==> config.mk <==
export PLATFORM = sky130hd
export DESIGN_NAME = code_verifier
export DESIGN_NICKNAME = d
export VERILOG_FILES = /design/src/rtl/code_verifier.sv
export SDC_FILE = /design/constraint.sdc
export NUM_CORES = 1
export LEC_CHECK = 0
export CAP_MARGIN = 20
export CORE_ASPECT_RATIO = 1.75
export CORE_MARGIN = 3
export CORE_UTILIZATION = 55
export DETAILED_ROUTE_END_ITERATION = 10
export PLACE_DENSITY = 0.81
export REMOVE_ABC_BUFFERS = 1
export SLEW_MARGIN = 20
export SYNTH_ARGS = -nofsm -noshare
export SYNTH_HDL_FRONTEND = slang
export SYNTH_SLANG_ARGS = --single-unit
==> constraint.sdc <==
create_clock -name clk -period 5.3 [get_ports clk]
set_input_delay 0.795 -clock clk [delete_from_list [all_inputs] [get_ports clk]]
set_output_delay 0.795 -clock clk [all_outputs]
set_load 0.03 [all_outputs]
==> src/rtl/code_verifier.sv <==
// Digit-entry verification engine: buffers up to 8 digits, compares them against the secret code
// in constant time, and enforces a lockout after repeated failures. Optional macro: CODE_VERIFIER_AUTORELOCK_EN.
module code_verifier #(
    parameter int CODE_LEN          = 4,
    parameter int MAX_FAILS         = 3,
    parameter int LOCKOUT_CYCLES    = 1000,
    parameter int AUTORELOCK_CYCLES = 5000
) (
    input  logic        clk,
    input  logic        rst,
    input  logic        digit_valid,
    input  logic [3:0]  digit,
    input  logic        submit,
    input  logic        clear,
    input  logic [31:0] secret,
    output logic [3:0]  entry_count,
    output logic        busy,
    output logic        unlocked,
    output logic        fail_pulse,
    output logic        locked_out
);

    localparam int              LT_W      = $clog2(LOCKOUT_CYCLES) + 1;
    localparam logic [LT_W-1:0] LOCK_LAST = LT_W'(LOCKOUT_CYCLES - 1);
    localparam logic [3:0]      LEN_Q     = 4'(CODE_LEN);
    localparam logic [2:0]      LAST_IDX  = 3'(CODE_LEN - 1);
    localparam logic [3:0]      FAIL_LIM  = 4'(MAX_FAILS);

`ifdef CODE_VERIFIER_AUTORELOCK_EN
    localparam int              AT_W    = $clog2(AUTORELOCK_CYCLES) + 1;
    localparam logic [AT_W-1:0] AR_LAST = AT_W'(AUTORELOCK_CYCLES - 1);
    logic [AT_W-1:0] pass_tmr;
`else
    logic unused_autorelock;
    assign unused_autorelock = ^{1'b0, 32'(AUTORELOCK_CYCLES)};
`endif

    typedef enum logic [2:0] {
        S_IDLE,
        S_CHECK,
        S_PASS,
        S_FAIL,
        S_LOCKOUT
    } state_t;

    state_t          state;
    logic [3:0]      dbuf [8];
    logic [2:0]      rd_idx;
    logic            mismatch;
    logic [3:0]      fail_cnt;
    logic [LT_W-1:0] lock_tmr;
    logic            digit_miss;
    logic            buf_wr;

    // Status outputs are a registered decode of the state, so they trail it by one cycle.
    function automatic logic [3:0] status_of(input state_t s);
        case (s)
            S_CHECK:   status_of = 4'b1000;
            S_PASS:    status_of = 4'b0100;
            S_FAIL:    status_of = 4'b1010;
            S_LOCKOUT: status_of = 4'b1001;
            default:   status_of = 4'b0000;
        endcase
    endfunction

    assign digit_miss = (dbuf[rd_idx] != secret[{rd_idx, 2'b00} +: 4]);
    assign buf_wr     = (state == S_IDLE) && digit_valid && !submit && !clear
                        && (entry_count != 4'd8);

    always_ff @(posedge clk) begin
        if (buf_wr)
            dbuf[entry_count[2:0]] <= digit;
    end

    always_ff @(posedge clk) begin
        if (rst) begin
            state       <= S_IDLE;
            entry_count <= 4'd0;
            rd_idx      <= 3'd0;
            mismatch    <= 1'b0;
            fail_cnt    <= 4'd0;
            lock_tmr    <= '0;
            {busy, unlocked, fail_pulse, locked_out} <= 4'b0000;
`ifdef CODE_VERIFIER_AUTORELOCK_EN
            pass_tmr    <= '0;
`endif
        end else begin
            {busy, unlocked, fail_pulse, locked_out} <= status_of(state);
            case (state)
                S_IDLE: begin
                    if (clear) begin
                        entry_count <= 4'd0;
                    end else if (submit) begin
                        if (entry_count == LEN_Q) begin
                            state    <= S_CHECK;
                            rd_idx   <= 3'd0;
                            mismatch <= 1'b0;
                        end else if (entry_count != 4'd0) begin
                            state <= S_FAIL;
                        end
                    end else if (buf_wr) begin
                        entry_count <= entry_count + 4'd1;
                    end
                end
                // Every digit is examined regardless of earlier mismatches to keep timing constant.
                S_CHECK: begin
                    mismatch <= mismatch | digit_miss;
                    if (rd_idx == LAST_IDX) begin
                        if (mismatch | digit_miss) begin
                            state <= S_FAIL;
                        end else begin
                            state       <= S_PASS;
                            entry_count <= 4'd0;
                        end
                    end else begin
                        rd_idx <= rd_idx + 3'd1;
                    end
                end
                S_PASS: begin
                    fail_cnt <= 4'd0;
`ifdef CODE_VERIFIER_AUTORELOCK_EN
                    if (clear || (pass_tmr == AR_LAST)) begin
                        state    <= S_IDLE;
                        pass_tmr <= '0;
                    end else begin
                        pass_tmr <= pass_tmr + AT_W'(1);
                    end
`else
                    if (clear)
                        state <= S_IDLE;
`endif
                end
                S_FAIL: begin
                    entry_count <= 4'd0;
                    fail_cnt    <= fail_cnt + 4'd1;
                    state       <= ((fail_cnt + 4'd1) == FAIL_LIM) ? S_LOCKOUT : S_IDLE;
                end
                S_LOCKOUT: begin
                    if (lock_tmr == LOCK_LAST) begin
                        state    <= S_IDLE;
                        lock_tmr <= '0;
                        fail_cnt <= 4'd0;
                    end else begin
                        lock_tmr <= lock_tmr + LT_W'(1);
                    end
                end
                default: state <= S_IDLE;
            endcase
        end
    end

endmodule

**After elaboration in Yosys (flattened, before gate mapping)**

Memories as Yosys holds them, arrays and structs flattened. A register that Yosys moved wholly into a read port is not among the register bits.
Cells that the tools add are included.

- Equality and inequality tests: 21
- Bitwise operators: 1
- Shift-type cells: 1
- Divide/modulo/power cells: 0
- Reduce and logical (&&, ||, !) cells: 16
- Mux-type cells: 33
- $add $sub $neg: 4
- Order comparisons: 0
- $mul: 0

Operator list:

| cell | number |
|---|---|
| $mux 3 | 14 |
| $shiftx 32x6->4 | 1 |
| $mux 4 | 6 |
| $pmux 4 s3 | 2 |
| $pmux 4 s4 | 1 |
| $pmux 3 s5 | 1 |
| $ne 2x2->1 const B | 7 |
| $add 11x1->11 const B | 1 |
| $eq 11x10->1 const B | 1 |
| $mux 11 | 1 |
| $reduce_and 5->1 | 2 |
| $eq 3x2->1 const B | 3 |
| $add 4x1->4 const B | 2 |
| $mux 1 | 6 |
| $ne 3x3->1 const B | 2 |
| $pmux 3 s2 | 1 |
| $reduce_and 6->1 | 1 |
| $reduce_bool 3->1 | 2 |
| $eq 4x2->1 const B | 1 |
| $eq 4x3->1 const B | 1 |
| $logic_and 1x1->1 | 4 |
| $ne 4x4->1 | 1 |
| $ne 4x4->1 const B | 1 |
| $reduce_and 4->1 | 1 |
| other kinds (12) | 13 |

- Register bits after elaboration: 30
- Word-level logic and storage cells: 87
- Bits in latches: 0
- Output and inout port bits: 8
- Bits in read-only memories: 0
- RAM bits: 32
- Input port bits: 41
- Memories: 1

Memories:

| name | depth | width | read ports | clocked after Yosys merged registers in | write ports | RTL line | RTL |
|---|---|---|---|---|---|---|---|
| dbuf | 8 | 4 | 1 | 1 | 1 | 47 | `logic [3:0] dbuf [8];` |

**Depth between registers and ports, before layout**

Gate-level depths: netlist of the first run.

- Depth after elaboration: 9
- Mapped depth: 8
- Mapped depth without buffers: 8

**Least setup slack after synthesis of the first run**

Ideal clock, no wire load.

- Kind: register -> register
- Start: reg entry_count[1]
- End: mem dbuf[0][0], enable pin
- Data required time: 4.939 ns
- Setup slack: 2.898 ns
- Arrival time: 2.041 ns
- Stages on the path, launching flop included: 8
- Setup time: 0.361 ns
- Buffers on the path: 0
- Period minus slack after synthesis: 2.402 ns
- Cell sequence: dfxtp_1 > inv_1 > ha_1 > nand2_1 > o21ai_1 > nor4_1 > nand2_1 > nor3_1

- Longest elaborated chain between the ends: 4

RTL lines:

| element | RTL line | RTL |
|---|---|---|
| start, declared | 16 | `output logic [3:0] entry_count,` |
| start signal, assigned | 102 | `entry_count <= entry_count + 4'd1;` |
| $ne 4x4->1 | 68 | `&& (entry_count != 4'd8);` |
| $logic_and 1x1->1 | 68 |  |
| $mux 1 | 71 | `if (buf_wr)` |
| $mux 1 (not written as such) | 72 | `dbuf[entry_count[2:0]] <= digit;` |
| end, declared | 47 |  |

Several ways; a longest one is shown, not always the timed one.

**Final worst setup path of the first run**

- Start: in digit_valid
- End: mem dbuf[1][2], enable pin

- Longest elaborated chain between the ends: 6

RTL lines:

| element | RTL line | RTL |
|---|---|---|
| start, declared | 11 | `input logic digit_valid,` |
| $logic_and 1x1->1 (3 in a row) | 67 | `assign buf_wr = (state == S_IDLE) && digit_valid && !submit && !clear` |
| $logic_and 1x1->1 | 68 |  |
| $mux 1 | 71 |  |
| $mux 1 (not written as such) | 72 |  |

No other way between the ends.

==> reports/results.txt, run 1 <==
Outcome - completed
Post-DP HPWL - 4.63 mm
Root buf cell - clkbuf_8
Number of fill cells - 379
Initial DRT Pass Iterations - 4
Antenna cells - 0
Post-cts sizing count - 0
Worst-path clk slew - 0.08 ns
Seq/Total Area, Yosys - 0.520
TritonCTS clock tree - built
GRT Total Usage - 0.206
P_leak - 1.26 nW
Post-CTS Setup Bufs - 0
Die width - 62.9 µm
Mapped cell area - 3120 µm²
Syn-to-layout area delta - 21.8%
Share of layout cells above drive strength 1 - 0.110
Clk_lat worst skew - 0.35 ns
Final ANT Viol Nets - 0
Slew @ Worst Pin - 0.880 ns
Worst Hold Slack - 0.466 ns
Number of buffers created by CTS - 9
Vias in the first global route - 2206
Total number of vias - 2211
Register area - 1620 µm²
Async SR Flop Fraction - 0
HP Class - register to register
DRC violation count after routing - 0
Flops & latches, synth - 65
CP Launch Type - input port
Slew headroom - 0.411
Multi-input gate area - 1390 µm²
Commonest non-fill, non-tap cell in the layout - clkdlybuf4s50_1
Final Hold Fails - 0
Cell area power density - 327 nW/µm²
Die ar. - 6640 µm²
FMAX - 349 MHz
Port bufs - 48
Area leader, netlist - edfxtp_1
Crit path kind - input port to register
Vias per inst - 5.65
H-tree levels - 3
First-pass GRT wire length - 10.5 mm
Most frequent cells in the layout - clkdlybuf4s50_1 (48), nor2_1 (34), dfxtp_1 (33)
Setup TNS - 0 ns
Distinct cells, synth - 48
# rows - 35
Initial antenna violation count - 0
Final nets - 360
DR iter-0 viols - 50
Post-synth top flop - dfxtp_1
Total Power - 0.00124 W
Drt total wl - 6.28 mm
Min cycle time layout - 2.87 ns
Post-synth EDFFs - 32
Syn_area_per_cell - 11.7 µm²
Top cells by area, synth - edfxtp_1 (31%), dfxtp_1 (21%), mux4_2 (8.7%), nor2_1 (4.1%), mux4_1 (3.4%)
Maximum VDD drop - 228 µV
Final worst path period share - 0.541
Hold-fix buffers, CTS - 0
Longest Clk Path Bufs - 2
Worst Path Max Fanout - 4
Yosys top cell area share - 0.308
Pins Over Slew Limit - 0
Clock Skews - 0.0114 ns
Largest net degree at the start of global routing - 27
Core ar. - 5390 µm²
RSZ-0062 raised after global routing - no
Grt total ovfl - 0
CP endpoint kind - register
GPL Wtd Cong - 0.840
Worst EP required - 5.28 ns
CTS sink cnt - 65
Yosys warnings - 0
Top Ports - 49
Final setup fails - 0
Post-Syn Instances - 266
Die Y - 106 µm
Initial core utilization - 0.579
Max Cap Viol - 0
Worst EP arrival - 2.84 ns
Post-detailed-route wirelength per cell - 16.1 µm
==> worst max-delay path, cell delays in order <==
cell	delay, ns
clkdlybuf4s50_1	0.45
nor2b_1	0.14
o21ai_1	0.10
nor4_1	0.60
nand2_1	0.23
nor3_1	0.53
==> per-layer routing <==
layer / GRT usage / routed length (µm) / vias up
met5: 0 / 0 / -
met4: 0.106 / 193 / 0
met3: 0.0490 / 252 / 14
met2: 0.365 / 3440 / 61
met1: 0.224 / 2390 / 1047
li1: - / - / 1089
==> layout make-up <==
cell class | count | area share
Inverter | 7 | 0.00692
Clock buffer | 9 | 0.0326
Multi-Input combinational cell | 181 | 0.366
Clock inverter | 7 | 0.0161
Tap cell | 74 | 0.0244
Sequential cell | 65 | 0.427
Timing Repair Buffer | 48 | 0.127
==> sequential cells by signal (all words and copies together), names as in the netlist, named ones only <==
signal	flops
busy	1
locked_out	1
rd_idx	3
unlocked	1
fail_pulse	1
entry_count	4
dbuf	32
state	3
fail_cnt	4
lock_tmr	11
mismatch	1
==> cell families after synthesis <==
family,count (synthesis),synth area share
AOI/OAI and AO/OA,41,0.0831
xor gates and xnor gates,11,0.0309
adders and majority gates,7,0.0281
buffers and inverters,20,0.0333
DFF,65,0.520
muxes,24,0.146
and+or+nand+nor,98,0.158
==> metrics by stage <==
stage               setup WS (ns)  utilization  instance area [µm²]  instances
finish                       2.43        0.705                 3800        391
CTS                          2.48        0.705                 3800        391
detailed placement           2.17        0.671                 3610        375
floorplan                    2.89            -                 3040        253
global placement             2.22        0.671                 3610        375
global route                 2.29        0.705                 3800        391
==> synthesized netlist by cell type (all sizes together), types with 2 or more instances <==
master,number
a21oi,14
nand2b,4
nor4,4
o21ai,12
ha,7
edfxtp,32
mux4,16
nand3b,3
nor3,7
nand2,19
mux2i,8
or3b,2
xnor2,5
dfxtp,33
nand4,3
or3,3
inv,7
xor2,6
clkbuf,8
nand3,6
a211oi,2
a31oi,4
or2,3
buf,5
nor2,34
nor2b,5
==> final timing paths <==
check,start,end,slack [ns],cells after the start
setup / recovery,digit_valid,dbuf[1][2],2.43,6
hold / removal,fail_cnt[3],fail_cnt[3],0.47,2
setup reg to reg,entry_count[1],dbuf[1][2],2.54,7
hold reg to reg,fail_cnt[3],fail_cnt[3],0.47,2
==> where the power goes <==
part | total [W] | switching, W | internal, W
Clock | 0.000387 | 0.000209 | 0.000178
Combinational | 0.000249 | 0.000112 | 0.000137
Sequential | 0.000606 | 0.0000556 | 0.000550
Power figures use the tool's default switching activity.
==> inputs of run 2 (changes only) <==
Settings changed: CORE_UTILIZATION 55 to 53, PLACE_DENSITY 0.81 to 0.79.
Clock period 5.3 ns to 2.7 ns, I/O delays scaled along.
==> reports/results.txt, run 2 (same netlist as run 1, synthesis figures left out) <==
Outcome - completed
Slew headroom - 0.543
HP Class - register to register
CTS sink cnt - 65
Initial DRT Pass Iterations - 4
Worst-path clk slew - 0.07 ns
Die Y - 107 µm
Final worst path period share - 0.904
Initial core utilization - 0.554
Multi-input gate area - 1390 µm²
Cell area power density - 668 nW/µm²
Critical Path, Cell by Cell - mux4_1 > mux2i_1 > xnor2_1 > nand3_1 > o41ai_2 > buf_4 > a311oi_2
Non-filler cells, final - 406
GPL Wtd Cong - 0.828
Commonest non-fill, non-tap cell in the layout - clkdlybuf4s50_1
Post-place setup slack - 0.136 ns
Share of layout cells above drive strength 1 - 0.145
Largest register FFs - 32
Final ANT Viol Nets - 0
Slew @ Worst Pin - 0.682 ns
Number of fill cells - 420
CP bufs+invs - 1
FMAX - 410 MHz
DR iter-0 viols - 76
DRC violation count after routing - 0
Fin util - 0.699
First-pass GRT wire length - 10.6 mm
H-tree levels - 3
Root buf cell - clkbuf_8
Crit path max-delay family - multiplexers
Worst EP required - 2.88 ns
Worst Hold Slack - 0.464 ns
Initial antenna violation count - 0
Worst Path Max Fanout - 8
Maximum VDD drop - 403 µV
GRT Total Usage - 0.202
Post-CTS Setup Bufs - 0
# rows - 36
Vias in the first global route - 2338
Min cycle time layout - 2.44 ns
Vias per inst - 5.59
Final setup fails - 0
Post-detailed-route wirelength per cell - 16.0 µm
Grt total ovfl - 0
Drt total wl - 6.51 mm
Antenna cells - 0
Critical Path Max Stage Delay - 0.60 ns
Crit path kind - register to register
Total number of vias - 2268
Die width - 64.0 µm
Placed Instances - 390
Final Hold Fails - 0
P_leak - 1.35 nW
Largest net degree at the start of global routing - 18
Setup TNS - 0 ns
Die ar. - 6870 µm²
Port bufs - 48
Top Ports - 49
Max Cap Viol - 0
CP endpoint kind - register
Clk_lat worst skew - 0.33 ns
Worst EP arrival - 2.62 ns
CP Launch Type - register
Number of buffers created by CTS - 9
Longest Clk Path Bufs - 2
Post-cts sizing count - 0
Slowest cell on the critical path - mux4_1
Syn-to-layout area delta - 26.3%
Most frequent cells in the layout - clkdlybuf4s50_1 (48), nor2_1 (34), dfxtp_1 (33)
Core ar. - 5630 µm²
Hold-fix buffers, CTS - 0
Clock Skews - 0.00555 ns
RSZ-0062 raised after global routing - no
Post-DP HPWL - 4.89 mm
Final nets - 373
Pins Over Slew Limit - 0
Register area - 1620 µm²
TritonCTS clock tree - built
Final worst slack - 0.260 ns
==> run 2: cell types whose count changed in the layout (fill, tap and decap cells not counted), sizes merged <==
cell      change
buf          +13
bufinv        +2
inv           -2
clkinvlp      -2
clkinv        +2
==> run 2: area by class of cell <==
type / count / share of cell area
tap: 76 / 0.0242
clock inverter: 7 / 0.0254
clock buffer: 9 / 0.0315
timing repair buffer: 61 / 0.147
multi-input combinational: 181 / 0.353
inverter: 7 / 0.00668
sequential: 65 / 0.412
==> run 2: worst paths after layout <==
check / cells after the start / slack (ns) / end / start
hold / removal: 2 / 0.46 / fail_cnt[3] / fail_cnt[3]
hold reg to reg: 2 / 0.46 / fail_cnt[3] / fail_cnt[3]
setup / recovery: 7 / 0.26 / entry_count[2] / rd_idx[0]
setup reg to reg: 7 / 0.26 / entry_count[2] / rd_idx[0]
==> run 2: worst register-to-register path: cells and delay by family, from the launching register on <==
kind	cells	cell delay [ns]
multiplexers	2	0.83
flip-flops	1	0.59
AO/OA/AOI/OAI	2	0.42
buffers and inverters	1	0.18
XOR/XNOR	1	0.15
AND/OR/NAND/NOR	1	0.13
==> run 2: power by group <==
| group | switching, W | total (W) | internal (W) |
|---|---|---|---|
| Sequential | 0.0000984 | 0.00118 | 0.00108 |
| Combinational | 0.000240 | 0.000544 | 0.000304 |
| Clock | 0.000379 | 0.000906 | 0.000527 |
| Total | 0.000718 | 0.00263 | 0.00191 |
==> run 2: per-stage QoR <==
stage / instance area (µm²) / total power [W]
6_report: 3940 / 0.00263
2_1_floorplan: 3040 / 0.00153
5_1_grt: 3940 / 0.00274
4_1_cts: 3940 / 0.00265
3_5_place_dp: 3710 / 0.00175
3_3_place_gp: 3710 / 0.00173
==> run 2: layer usage <==
metal / share of wire / GRT usage / vias up
met5: 0 / 0 / -
met2: 0.59 / 0.399 / 52
met4: 0.017 / 0.0788 / 0
li1: - / - / 1112
met1: 0.35 / 0.192 / 1095
met3: 0.043 / 0.0449 / 9
